File: src/rtl/ram_pkg.sv
// Shared types and constants for the asynchronous-RAM access sequencer.
package ram_pkg;

  localparam int RAM_ADDR_W = 8;
  localparam int RAM_DATA_W = 8;

  localparam int DEF_SETUP_CYCLES = 1;
  localparam int DEF_PULSE_CYCLES = 2;
  localparam int DEF_HOLD_CYCLES  = 1;
  localparam int DEF_READ_CYCLES  = 2;

  typedef enum logic [2:0] {
    ST_IDLE,
    ST_SETUP,
    ST_PULSE,
    ST_HOLD,
    ST_READ,
    ST_RESP
  } ram_state_t;

  function automatic int max4(input int a, input int b, input int c, input int d);
    int m;
    m = a;
    if (b > m) m = b;
    if (c > m) m = c;
    if (d > m) m = d;
    return m;
  endfunction

  // A single wait state still needs a one-bit counter.
  function automatic int cnt_width(input int max_cycles);
    return (max_cycles <= 1) ? 1 : $clog2(max_cycles);
  endfunction

endpackage

File: src/rtl/wait_counter.sv
// Down-counter shared by all timed states; done is high while the count is zero.
module wait_counter #(
  parameter int CNT_W = 1
) (
  input  logic             clk_i,
  input  logic             rst_ni,
  input  logic             load_i,
  input  logic [CNT_W-1:0] load_val_i,
  output logic             done_o
);

  logic [CNT_W-1:0] cnt_q, cnt_d;

  always_comb begin
    cnt_d = cnt_q;
    if (load_i) begin
      cnt_d = load_val_i;
    end else if (cnt_q != '0) begin
      cnt_d = cnt_q - 1'b1;
    end
  end

  always_ff @(posedge clk_i or negedge rst_ni) begin
    if (!rst_ni) begin
      cnt_q <= '0;
    end else begin
      cnt_q <= cnt_d;
    end
  end

  assign done_o = (cnt_q == '0);

endmodule

File: src/rtl/ram_access_ctrl.sv
// Sequencer owning the control pins of a 256x8 asynchronous RAM; single-byte
// requests in over valid/ready, registered strobes out with programmable wait states.
module ram_access_ctrl
  import ram_pkg::*;
#(
  parameter int SETUP_CYCLES = DEF_SETUP_CYCLES,
  parameter int PULSE_CYCLES = DEF_PULSE_CYCLES,
  parameter int HOLD_CYCLES  = DEF_HOLD_CYCLES,
  parameter int READ_CYCLES  = DEF_READ_CYCLES
) (
  input  logic                  i_clk,
  input  logic                  i_nrst,
  input  logic                  i_reqValid,
  output logic                  o_reqReady,
  input  logic                  i_reqWrite,
  input  logic [RAM_ADDR_W-1:0] i_reqAddr,
  input  logic [RAM_DATA_W-1:0] i_reqData,
  output logic                  o_rspValid,
  output logic [RAM_DATA_W-1:0] o_rspData,
  output logic [RAM_ADDR_W-1:0] o_ramAddress,
  output logic                  o_ramWriteNEn,
  output logic [RAM_DATA_W-1:0] o_ramWriteData,
  input  logic [RAM_DATA_W-1:0] i_ramReadData,
  output logic                  o_ramNoe
);

  localparam int CNT_W = cnt_width(max4(SETUP_CYCLES, PULSE_CYCLES, HOLD_CYCLES, READ_CYCLES));

  localparam logic [CNT_W-1:0] SETUP_LD = CNT_W'(SETUP_CYCLES - 1);
  localparam logic [CNT_W-1:0] PULSE_LD = CNT_W'(PULSE_CYCLES - 1);
  localparam logic [CNT_W-1:0] HOLD_LD  = CNT_W'(HOLD_CYCLES - 1);
  localparam logic [CNT_W-1:0] READ_LD  = CNT_W'(READ_CYCLES - 1);

  ram_state_t              state_q;
  logic                    wen_q;
  logic                    noe_q;
  logic                    rsp_valid_q;
  logic [RAM_DATA_W-1:0]   rsp_data_q;
  logic [RAM_ADDR_W-1:0]   addr_q;
  logic [RAM_DATA_W-1:0]   wdata_q;

  logic                    cnt_load;
  logic [CNT_W-1:0]        cnt_load_val;
  logic                    cnt_done;

  // Counter is reloaded on the same edge that enters each timed state.
  always_comb begin
    cnt_load     = 1'b0;
    cnt_load_val = '0;
    unique case (state_q)
      ST_IDLE: begin
        if (i_reqValid) begin
          cnt_load     = 1'b1;
          cnt_load_val = i_reqWrite ? SETUP_LD : READ_LD;
        end
      end
      ST_SETUP: begin
        if (cnt_done) begin
          cnt_load     = 1'b1;
          cnt_load_val = PULSE_LD;
        end
      end
      ST_PULSE: begin
        if (cnt_done) begin
          cnt_load     = 1'b1;
          cnt_load_val = HOLD_LD;
        end
      end
      default: begin
        cnt_load     = 1'b0;
        cnt_load_val = '0;
      end
    endcase
  end

  wait_counter #(
    .CNT_W (CNT_W)
  ) u_wait_counter (
    .clk_i      (i_clk),
    .rst_ni     (i_nrst),
    .load_i     (cnt_load),
    .load_val_i (cnt_load_val),
    .done_o     (cnt_done)
  );

  always_ff @(posedge i_clk or negedge i_nrst) begin
    if (!i_nrst) begin
      state_q     <= ST_IDLE;
      wen_q       <= 1'b1;
      noe_q       <= 1'b1;
      rsp_valid_q <= 1'b0;
      rsp_data_q  <= '0;
      addr_q      <= '0;
      wdata_q     <= '0;
    end else begin
      rsp_valid_q <= 1'b0;
      unique case (state_q)
        ST_IDLE: begin
          if (i_reqValid) begin
            addr_q  <= i_reqAddr;
            wdata_q <= i_reqData;
            if (i_reqWrite) begin
              state_q <= ST_SETUP;
            end else begin
              state_q <= ST_READ;
              noe_q   <= 1'b0;
            end
          end
        end
        ST_SETUP: begin
          if (cnt_done) begin
            state_q <= ST_PULSE;
            wen_q   <= 1'b0;
          end
        end
        ST_PULSE: begin
          if (cnt_done) begin
            state_q <= ST_HOLD;
            wen_q   <= 1'b1;
          end
        end
        ST_HOLD: begin
          if (cnt_done) begin
            state_q     <= ST_RESP;
            rsp_valid_q <= 1'b1;
          end
        end
        ST_READ: begin
          // Sample while output-enable is still low, then release the bus.
          if (cnt_done) begin
            state_q     <= ST_RESP;
            noe_q       <= 1'b1;
            rsp_valid_q <= 1'b1;
            rsp_data_q  <= i_ramReadData;
          end
        end
        ST_RESP: begin
          state_q <= ST_IDLE;
        end
        default: begin
          state_q <= ST_IDLE;
          wen_q   <= 1'b1;
          noe_q   <= 1'b1;
        end
      endcase
    end
  end

  assign o_reqReady     = (state_q == ST_IDLE);
  assign o_rspValid     = rsp_valid_q;
  assign o_rspData      = rsp_data_q;
  assign o_ramAddress   = addr_q;
  assign o_ramWriteData = wdata_q;
  assign o_ramWriteNEn  = wen_q;
  assign o_ramNoe       = noe_q;

endmodule

File: config.mk
export PLATFORM = sky130hd
export DESIGN_NAME = ram_access_ctrl
export DESIGN_NICKNAME = d
export VERILOG_FILES = /design/src/rtl/ram_pkg.sv /design/src/rtl/wait_counter.sv /design/src/rtl/ram_access_ctrl.sv
export SDC_FILE = /design/constraint.sdc
export NUM_CORES = 1
export LEC_CHECK = 0
export CAP_MARGIN = 20
export CORE_ASPECT_RATIO = 1.5
export CORE_MARGIN = 3
export CORE_UTILIZATION = 25
export DETAILED_ROUTE_END_ITERATION = 8
export GPL_TIMING_DRIVEN = 0
export PLACE_DENSITY = 0.55
export SLEW_MARGIN = 20
export SYNTH_ARGS = -nofsm -noshare
export SYNTH_HDL_FRONTEND = slang
export SYNTH_HIERARCHICAL = 1
export SYNTH_SLANG_ARGS = --single-unit
File: constraint.sdc
create_clock -name i_clk -period 4.7 [get_ports i_clk]
set_clock_uncertainty 0.15 [all_clocks]
set_input_delay 0.47 -clock i_clk [delete_from_list [all_inputs] [get_ports i_clk]]
set_output_delay 0.47 -clock i_clk [all_outputs]
set_load 0.005 [all_outputs]
# After elaboration in Yosys (flattened, before gate mapping)
# Index checks and enable logic that the tools add are counted.
dict set report totals {
  regBits 31
  in_bits 28
  word_cells 54
}
dict set report classes {
  n_addsub 1
  n_eq_ne 11
  n_mux 21
  bitwise_logic 3
  reduce_logical 10
}
# operator count
set ops {}
lappend ops {{$mux W3} 5}
lappend ops {{$ne A2 B2 Y1 const B} 6}
lappend ops {{$pmux W3 S4} 1}
lappend ops {{$mux W1} 11}
lappend ops {{$reduce_and A4 Y1} 2}
lappend ops {{$reduce_or A4 Y1} 2}
lappend ops {{$eq A3 B2 Y1 const B} 2}
lappend ops {{$eq A3 B3 Y1 const B} 2}
lappend ops {{$pmux W1 S3} 2}
lappend ops {{$pmux W1 S2} 2}
lappend ops {{$reduce_and A2 Y1} 2}
lappend ops {{$reduce_or A2 Y1} 2}
lappend ops {{$eq A3 B1 Y1 const B} 1}
lappend ops {{$logic_not A3 Y1} 1}
lappend ops {{$not A1 Y1} 3}
lappend ops {{$reduce_and A3 Y1} 1}
lappend ops {{$sub A1 B1 Y1 const B} 1}

# Longest topological paths before layout
dict set report depth {
  ltp_word 4
  depth_mapped 6
}

# Cells and area by module
# Netlist, hierarchy kept.
# module n_inst cells_each area_per_inst_um2 seq_area_each_um2
set modules_own_cells {}
lappend modules_own_cells {ram_access_ctrl 1 88 1332.5 753.2}
lappend modules_own_cells {wait_counter 1 3 35.0 25.0}

# Worst setup path after synthesis
# No wires, ideal clock.
dict set report synth_path {
  kind {reg-to-reg}
  start {register state_q[0]}
  end {register addr_q[0] (netlist: o_ramAddress[0])}
  setup_ns 0.125
  arrival_time_ns 1.356
  required_ns 4.425
  slack_ns 3.069
  stages_incl_launch_ff 7
  n_path_buf 3
  path_cell_list {dfrtp_1 > buf_6 > nor3_4 > and2_4 > buf_8 > buf_12 > mux2_4}
}
dict set report synth_via {
  elab_chain_len 2
}
# element line
set synth_lines {}
lappend synth_lines {{from (decl)} ram_access_ctrl.sv:34} ;# ram_state_t state_q;
lappend synth_lines {{from (signal assigned)} ram_access_ctrl.sv:88} ;# state_q <= ST_IDLE;
lappend synth_lines {{from (signal assigned)} ram_access_ctrl.sv:103} ;# state_q <= ST_SETUP;
lappend synth_lines {{from (signal assigned)} ram_access_ctrl.sv:105} ;# state_q <= ST_READ;
lappend synth_lines {{$logic_not A3 Y1} n/a}
lappend synth_lines {{named net o_reqReady} ram_access_ctrl.sv:14} ;# output logic o_reqReady,
lappend synth_lines {{$reduce_and A2 Y1 (no line)} n/a}
lappend synth_lines {{to (signal assigned)} ram_access_ctrl.sv:100} ;# addr_q <= i_reqAddr;
lappend synth_lines {{to (decl)} ram_access_ctrl.sv:39} ;# logic [RAM_ADDR_W-1:0] addr_q;
# The timed path passes the listed nets, and every way through them passes these cells.
# A chain may end at the register's enable or synchronous reset.

# Final worst setup path
dict set report layout_path {
  start {register state_q[0]}
  end {output port o_reqReady}
}
dict set report layout_via {
  elab_chain_len 1
}
# element line
set layout_lines {}
lappend layout_lines {{$logic_not A3 Y1} ram_access_ctrl.sv:149} ;# assign o_reqReady = (state_q == ST_IDLE);
lappend layout_lines {{to (decl)} ram_access_ctrl.sv:14}
# Every way passes these cells.

==> results list <==
- Fraction of final layout cells with drive strength greater than 1: 0.266
- For the worst setup path, the data required time is around 4.1 ns.
- TritonCTS built the clock tree.
- Hold buffer count at CTS: 0
* Port Buffer Count: 55
* Leakage power total: 0.867 nW
- The detail route stage leaves a number of antenna-violating nets equal to 0.
- Share of the core filled with cells: 0.401
- Nature of the critical path endpoint: primary output
- Once the clock tree was built, the setup fixing pass inserted 0 buffers.
* First-pass GRT wire length: just under 5000 um
- Entering global routing, the biggest net connects 32 pins.
- After clock tree synthesis, the clock-pin slew on the worst setup and hold paths is 0.07 ns.
- Highest net fanout along the worst path: 9
- In the routed design, unresolved DRC markers number 0.
* Number of max-cap violations: 0
- Yosys attributes the largest share of cell area to sky130_fd_sc_hd__dfrtp_1 53%, sky130_fd_sc_hd__mux2_2 12%, sky130_fd_sc_hd__mux2_4 11%, sky130_fd_sc_hd__dfstp_2 3.8%, sky130_fd_sc_hd__nor3_4 2.4%.
* Number of sinks on the clock net: 31
- The routed layout has roughly 930 vias.
- Each instance of the synthesized netlist takes up on average between 15 and 20 um2.
* Router iterations before antenna repair: 2
* RePlAce Congestion: a little over 0.7
- Setup total negative slack on the finished layout was measured at 0 ns.
- Synth warnings: 6
* Worst IR Drop VDD: ~0.26 mV
* Period utilization: 0.449
- Cells after synthesis: between 90 and 100
* Minimum setup slack among reg-to-reg paths: 3.00 ns
- Syn-to-layout area delta: 52.8%
- The run finished with clean final reports.
- Period minus WS final: 2.11 ns
- After detailed routing, the total wire length is just over 3000 um.
- Die height: 96.6 um
* Remaining global-route overflow: 0
* Depth of the worst register-to-register path: 6
- After routing the design area is ~2100 um2.
* Fraction of the yosys area taken by sequential cells: 0.569
- Leaving out fill and tap cells, the most frequent cell in the layout is sky130_fd_sc_hd__clkdlybuf4s50_1.
- For this run, the top clock speed supported by timing is roughly 470 MHz.
- The number of antenna violations at the first check in global routing was 0.
* Number of failing setup endpoints in the final timing report: 0
* Post-CTS sizing: 0
* Die X: 66.4 um
- Counting distinct cell types in the post-synthesis netlist gives 28.
* Number of H-tree levels: 2
- When the netlist entered floorplanning its net count stood at around 120.
- Type of the worst min-delay path: primary input to async pin
- Of the post-synthesis cell area, the dominant cell type holds 0.531.
* Estimated wirelength of the detail-placed design: 2280 um
- Post-Synthesis Cell Area: 1370 um2
- Final Max Slew Viols: 0
* Num ports: 56
- Layout Nets: 181
- Across all setup checks in the final design, the least slack found is between 2 and 3 ns.
* Starting DRT DRC Count: 8
* Leading cell types in the layout, fill and taps excluded: 54 x sky130_fd_sc_hd__clkdlybuf4s50_1, 29 x sky130_fd_sc_hd__dfrtp_1, 14 x sky130_fd_sc_hd__mux2_2, 10 x sky130_fd_sc_hd__mux2_4, 6 x sky130_fd_sc_hd__clkbuf_8
* Crit Reg-Reg Startpoint: state_q[0]$_DFFE_PN0P_
- The core region is about 5200 um2.
- At the worst endpoint, the arrival time is ~1.5 ns.
- Capture point of the worst reg-to-reg path: o_ramWriteData[6]$_DFFE_PN0P_
- Power density normalized to cell area: between 600 and 700 nW/um2
- 0 antenna diodes ended up in the layout.
- Dividing the detail-routed via count by the number of cells gives approximately 4.2.
- The later pin in the worst-skew pair is clocked with a latency of approximately 0.27 ns.
- Maximum buffer depth of the clock tree: 2
- The root buffer cell chosen for the clock tree is sky130_fd_sc_hd__clkbuf_8.
- Worst slew margin relative to its limit: 0.532
* Post-place instance area: 2000 um2
- STA classifies the critical path startpoint as a flip-flop.
- Across every metal layer, demand over resource in global routing totals 0.103.
- Timing analysis after detailed placement gives a worst setup slack of 2.70 ns.
- The initialized floorplan defines 32 standard-cell rows.
* Number of register bits inferred by synthesis: 31
* Setup repair after global routing missed its margin: no
- WL per Instance: between 10 and 15 um
* Effective utilization at floorplan: 0.263
* Dominant cell type by area after synthesis: sky130_fd_sc_hd__dfrtp_1
- The hold violation count in the final report came to 0.
- At the pin with the least slew margin, the transition time is 0.701 ns.
- Number of buffers added by the clock tree synthesis step: 5
* Type of the worst setup path: flip-flop to primary output
- Die footprint: ~6400 um2
* Number of global-route vias before repair: around 1100
## kinds of logic after synthesis
| logic type | Yosys count | synth area share |
|---|---|---|
| xor+xnor | 2 | 0.0128 |
| simple gates | 15 | 0.0741 |
| compound gates | 11 | 0.0613 |
| buf+inv | 7 | 0.0503 |
| flops | 31 | 0.569 |
| mux | 25 | 0.232 |
## flip-flops by register name, indices dropped and copies added, names as in the netlist
name                  flops
o_ramAddress              8
o_rspData                 8
o_rspValid                1
o_ramWriteNEn             1
o_ramWriteData            8
o_ramNoe                  1
state_q                   3
u_wait_counter/cnt_q      1
## final cells by class
| cell class | instances | area [um2] |
|---|---|---|
| Fill cell | 516 | 3120 |
| Sequential cell | 31 | 778 |
| Timing Repair Buffer | 55 | 546 |
| Multi-Input combinational cell | 53 | 520 |
| Clock buffer | 7 | 86.3 |
| Tap cell | 68 | 85.1 |
| Buffer | 5 | 61.3 |
| Inverter | 2 | 7.51 |
| Clock inverter | 1 | 5.00 |
## per-layer routing
metal / track usage / part of all wire / vias to the layer above / wire length, um
met5: 0 / 0 / - / 0
met4: 0.0559 / 0.020 / 0 / 60
met3: 0.0313 / 0.055 / 5 / 166
met2: 0.186 / 0.56 / 30 / 1690
li1: - / - / 442 / -
met1: 0.105 / 0.37 / 456 / 1120
## cells in the mapped netlist
cell                         n
sky130_fd_sc_hd__a211oi_1    1
sky130_fd_sc_hd__a21boi_0    3
sky130_fd_sc_hd__a22oi_1     1
sky130_fd_sc_hd__and2_1      1
sky130_fd_sc_hd__and2_4      1
sky130_fd_sc_hd__and2b_1     1
sky130_fd_sc_hd__buf_12      1
sky130_fd_sc_hd__buf_6       2
sky130_fd_sc_hd__buf_8       1
sky130_fd_sc_hd__clkbuf_1    1
sky130_fd_sc_hd__dfrtp_1    29
sky130_fd_sc_hd__dfstp_2     2
sky130_fd_sc_hd__inv_1       2
sky130_fd_sc_hd__mux2_2     14
sky130_fd_sc_hd__mux2_4     10
sky130_fd_sc_hd__mux2i_1     1
sky130_fd_sc_hd__nand2_1     4
sky130_fd_sc_hd__nand2b_1    1
sky130_fd_sc_hd__nand3b_1    1
sky130_fd_sc_hd__nor2_1      3
sky130_fd_sc_hd__nor2b_1     1
sky130_fd_sc_hd__nor3_4      2
sky130_fd_sc_hd__o21ai_0     2
sky130_fd_sc_hd__o2bb2ai_1   1
sky130_fd_sc_hd__o31ai_1     1
sky130_fd_sc_hd__o32a_1      2
sky130_fd_sc_hd__xnor2_1     1
sky130_fd_sc_hd__xor2_1      1
## stage by stage
step | hold slack [ns] | cells | power [mW]
final | 0.0955 | 222 | 1.39
after global routing | 0.135 | 222 | 1.49
after CTS | 0.114 | 222 | 1.41
after detailed placement | 0.346 | 214 | 1.19
after floorplan | 0.0244 | 91 | 0.852
after global placement | 0.338 | 214 | 1.17
## critical path: stages, from the launching register on
cell,delay [ns]
sky130_fd_sc_hd__dfrtp_1,0.37
sky130_fd_sc_hd__buf_6,0.14
sky130_fd_sc_hd__nor3_4,0.17
sky130_fd_sc_hd__clkdlybuf4s50_1,0.52
## power by group
group | switching [mW] | total (mW) | internal (mW)
clock | 0.0910 | 0.209 | 0.118
sequential | 0.0720 | 0.482 | 0.410
combinational | 0.236 | 0.696 | 0.461
total | 0.399 | 1.39 | 0.988
## worst max path at each step
stage,start,endpoint,depth (start not counted)
after global placement,i_nrst,o_ramAddress[5]$_DFFE_PN0P_,1
after floorplan,state_q[0]$_DFFE_PN0P_,o_ramAddress[0]$_DFFE_PN0P_,6
after global routing,state_q[0]$_DFFE_PN0P_,o_reqReady,3
after CTS,state_q[0]$_DFFE_PN0P_,o_reqReady,3
final,state_q[0]$_DFFE_PN0P_,o_reqReady,3
after detailed placement,i_reqValid,o_ramWriteData[6]$_DFFE_PN0P_,5
(Power assumes the default switching activity.)
==> patch, RTL diff (config.mk and constraints unchanged) <==
The 6 states of `ram_state_t` get a Gray code encoding in 3 bits.
--- a/src/rtl/ram_pkg.sv
+++ b/src/rtl/ram_pkg.sv
@@ -11,10 +11,10 @@
 
   typedef enum logic [2:0] {
-    ST_IDLE,
-    ST_SETUP,
-    ST_PULSE,
-    ST_HOLD,
-    ST_READ,
-    ST_RESP
+    ST_IDLE  = 3'b000,
+    ST_SETUP = 3'b001,
+    ST_PULSE = 3'b011,
+    ST_HOLD  = 3'b010,
+    ST_READ  = 3'b110,
+    ST_RESP  = 3'b111
   } ram_state_t;
 
Check against the original RTL: no difference found for any inputs over 10 cycles, from zero or initial values and one cycle with i_nrst low; not proved beyond that.
==> patch against the unedited design <==
- final area is 2.5% lower
- critical path type unchanged
- area after synthesis is 2.8% lower
- sequential cell count stayed put
- synthesized cell count is 3.3% lower
- routed wire length is 6.6% lower
- count of clock-buffer cells in the layout is 1 higher
- largest cell class unchanged
- sequential power is 2% lower
- worst setup slack better by 17 ps
- global-route usage is 0.60 points lower
- cell count is 2.3% lower
- highest routed layer unchanged
- via count is 1.8% lower
- sequential share of layout area is 0.96 points higher
- power is 7.4% lower
==> patch: results (changes against the unedited design) <==
postSynthCellCount: 88  # -3.3%
first_iter_violations: 26  # +18
period_share_pct: 44.50  # -0.36 points
dp.cells: 209  # -2.3%
grt_pass1_wl_mm: 4.588  # -5.8%
synthTopCellsByCount: "dfrtp_1, mux2_2, mux2_4"
grt.total_usage_pct: 9.730  # -0.60 points
power_w: 0.001285  # -7.4%
drive_gt1_share_pct: 27.15  # +0.53 points
avgViaCountPerCell: 4.221  # +0.44%
status: "complete, no violations"
dpl_cell_area_mm2: 0.001957  # -2.1%
regToRegSetupSlack_ps: 3020  # +20 ps
p_int_w: 0.0009273  # -6.2%
grt_util_met1_pct: 11.64  # +1.1 points
whs_ps: 75.82  # -19.66 ps
dp_hpwl_mm: 2.175  # -4.6%
synth_cell_types: 29  # +3.6%
cp_max_fo: 10  # +1
wl_per_cell_um: 13.06  # -4.4%
seq_power_w: 0.000472  # -2%
synth-compound-area-share_pct: 4.991  # -1.1 points
ir_drop_uv: 235.8  # -8.2%
critPathArrivalTime_ps: 1470  # -20 ps
maxSlewHeadroom_pct: 55.34  # +2.1 points
synth_mux_area_share_pct: 23.63  # +0.40 points
-- patch: cell count changes after synthesis, moves of 2 or more --
cell,change
a21boi_0,-2
a21oi_1,+2
nor3_1,+2
o32a_1,-2
-- patch: cell type report --
| class | instances | area, um2 |
|---|---|---|
| Timing Repair Buffer | 55 | 545.5 |
| Multi-Input combinational cell | 50 | 479.2 |
| Inverter | 2 | 7.507 |
| Tap cell | 66 | 82.58 |
| Fill cell | 478 | 2928 |
| Clock buffer | 8 | 80.08 |
| Buffer | 5 | 63.81 |
| Sequential cell | 31 | 778.2 |
-- patch: layer usage --
metal | wire length, um | share of wire, %
met1 | 1106 | 39
met2 | 1499 | 53
met5 | 0 | 0
met3 | 189 | 6.7
met4 | 38 | 1.3
-- patch: worst register-to-register path, cell delays in order (launching register included) --
cell and delay (ps):
dfrtp_1 370, buf_6 140, nor3_4 170, and2_4 170, buf_12 120, buf_12 140, mux2_4 300
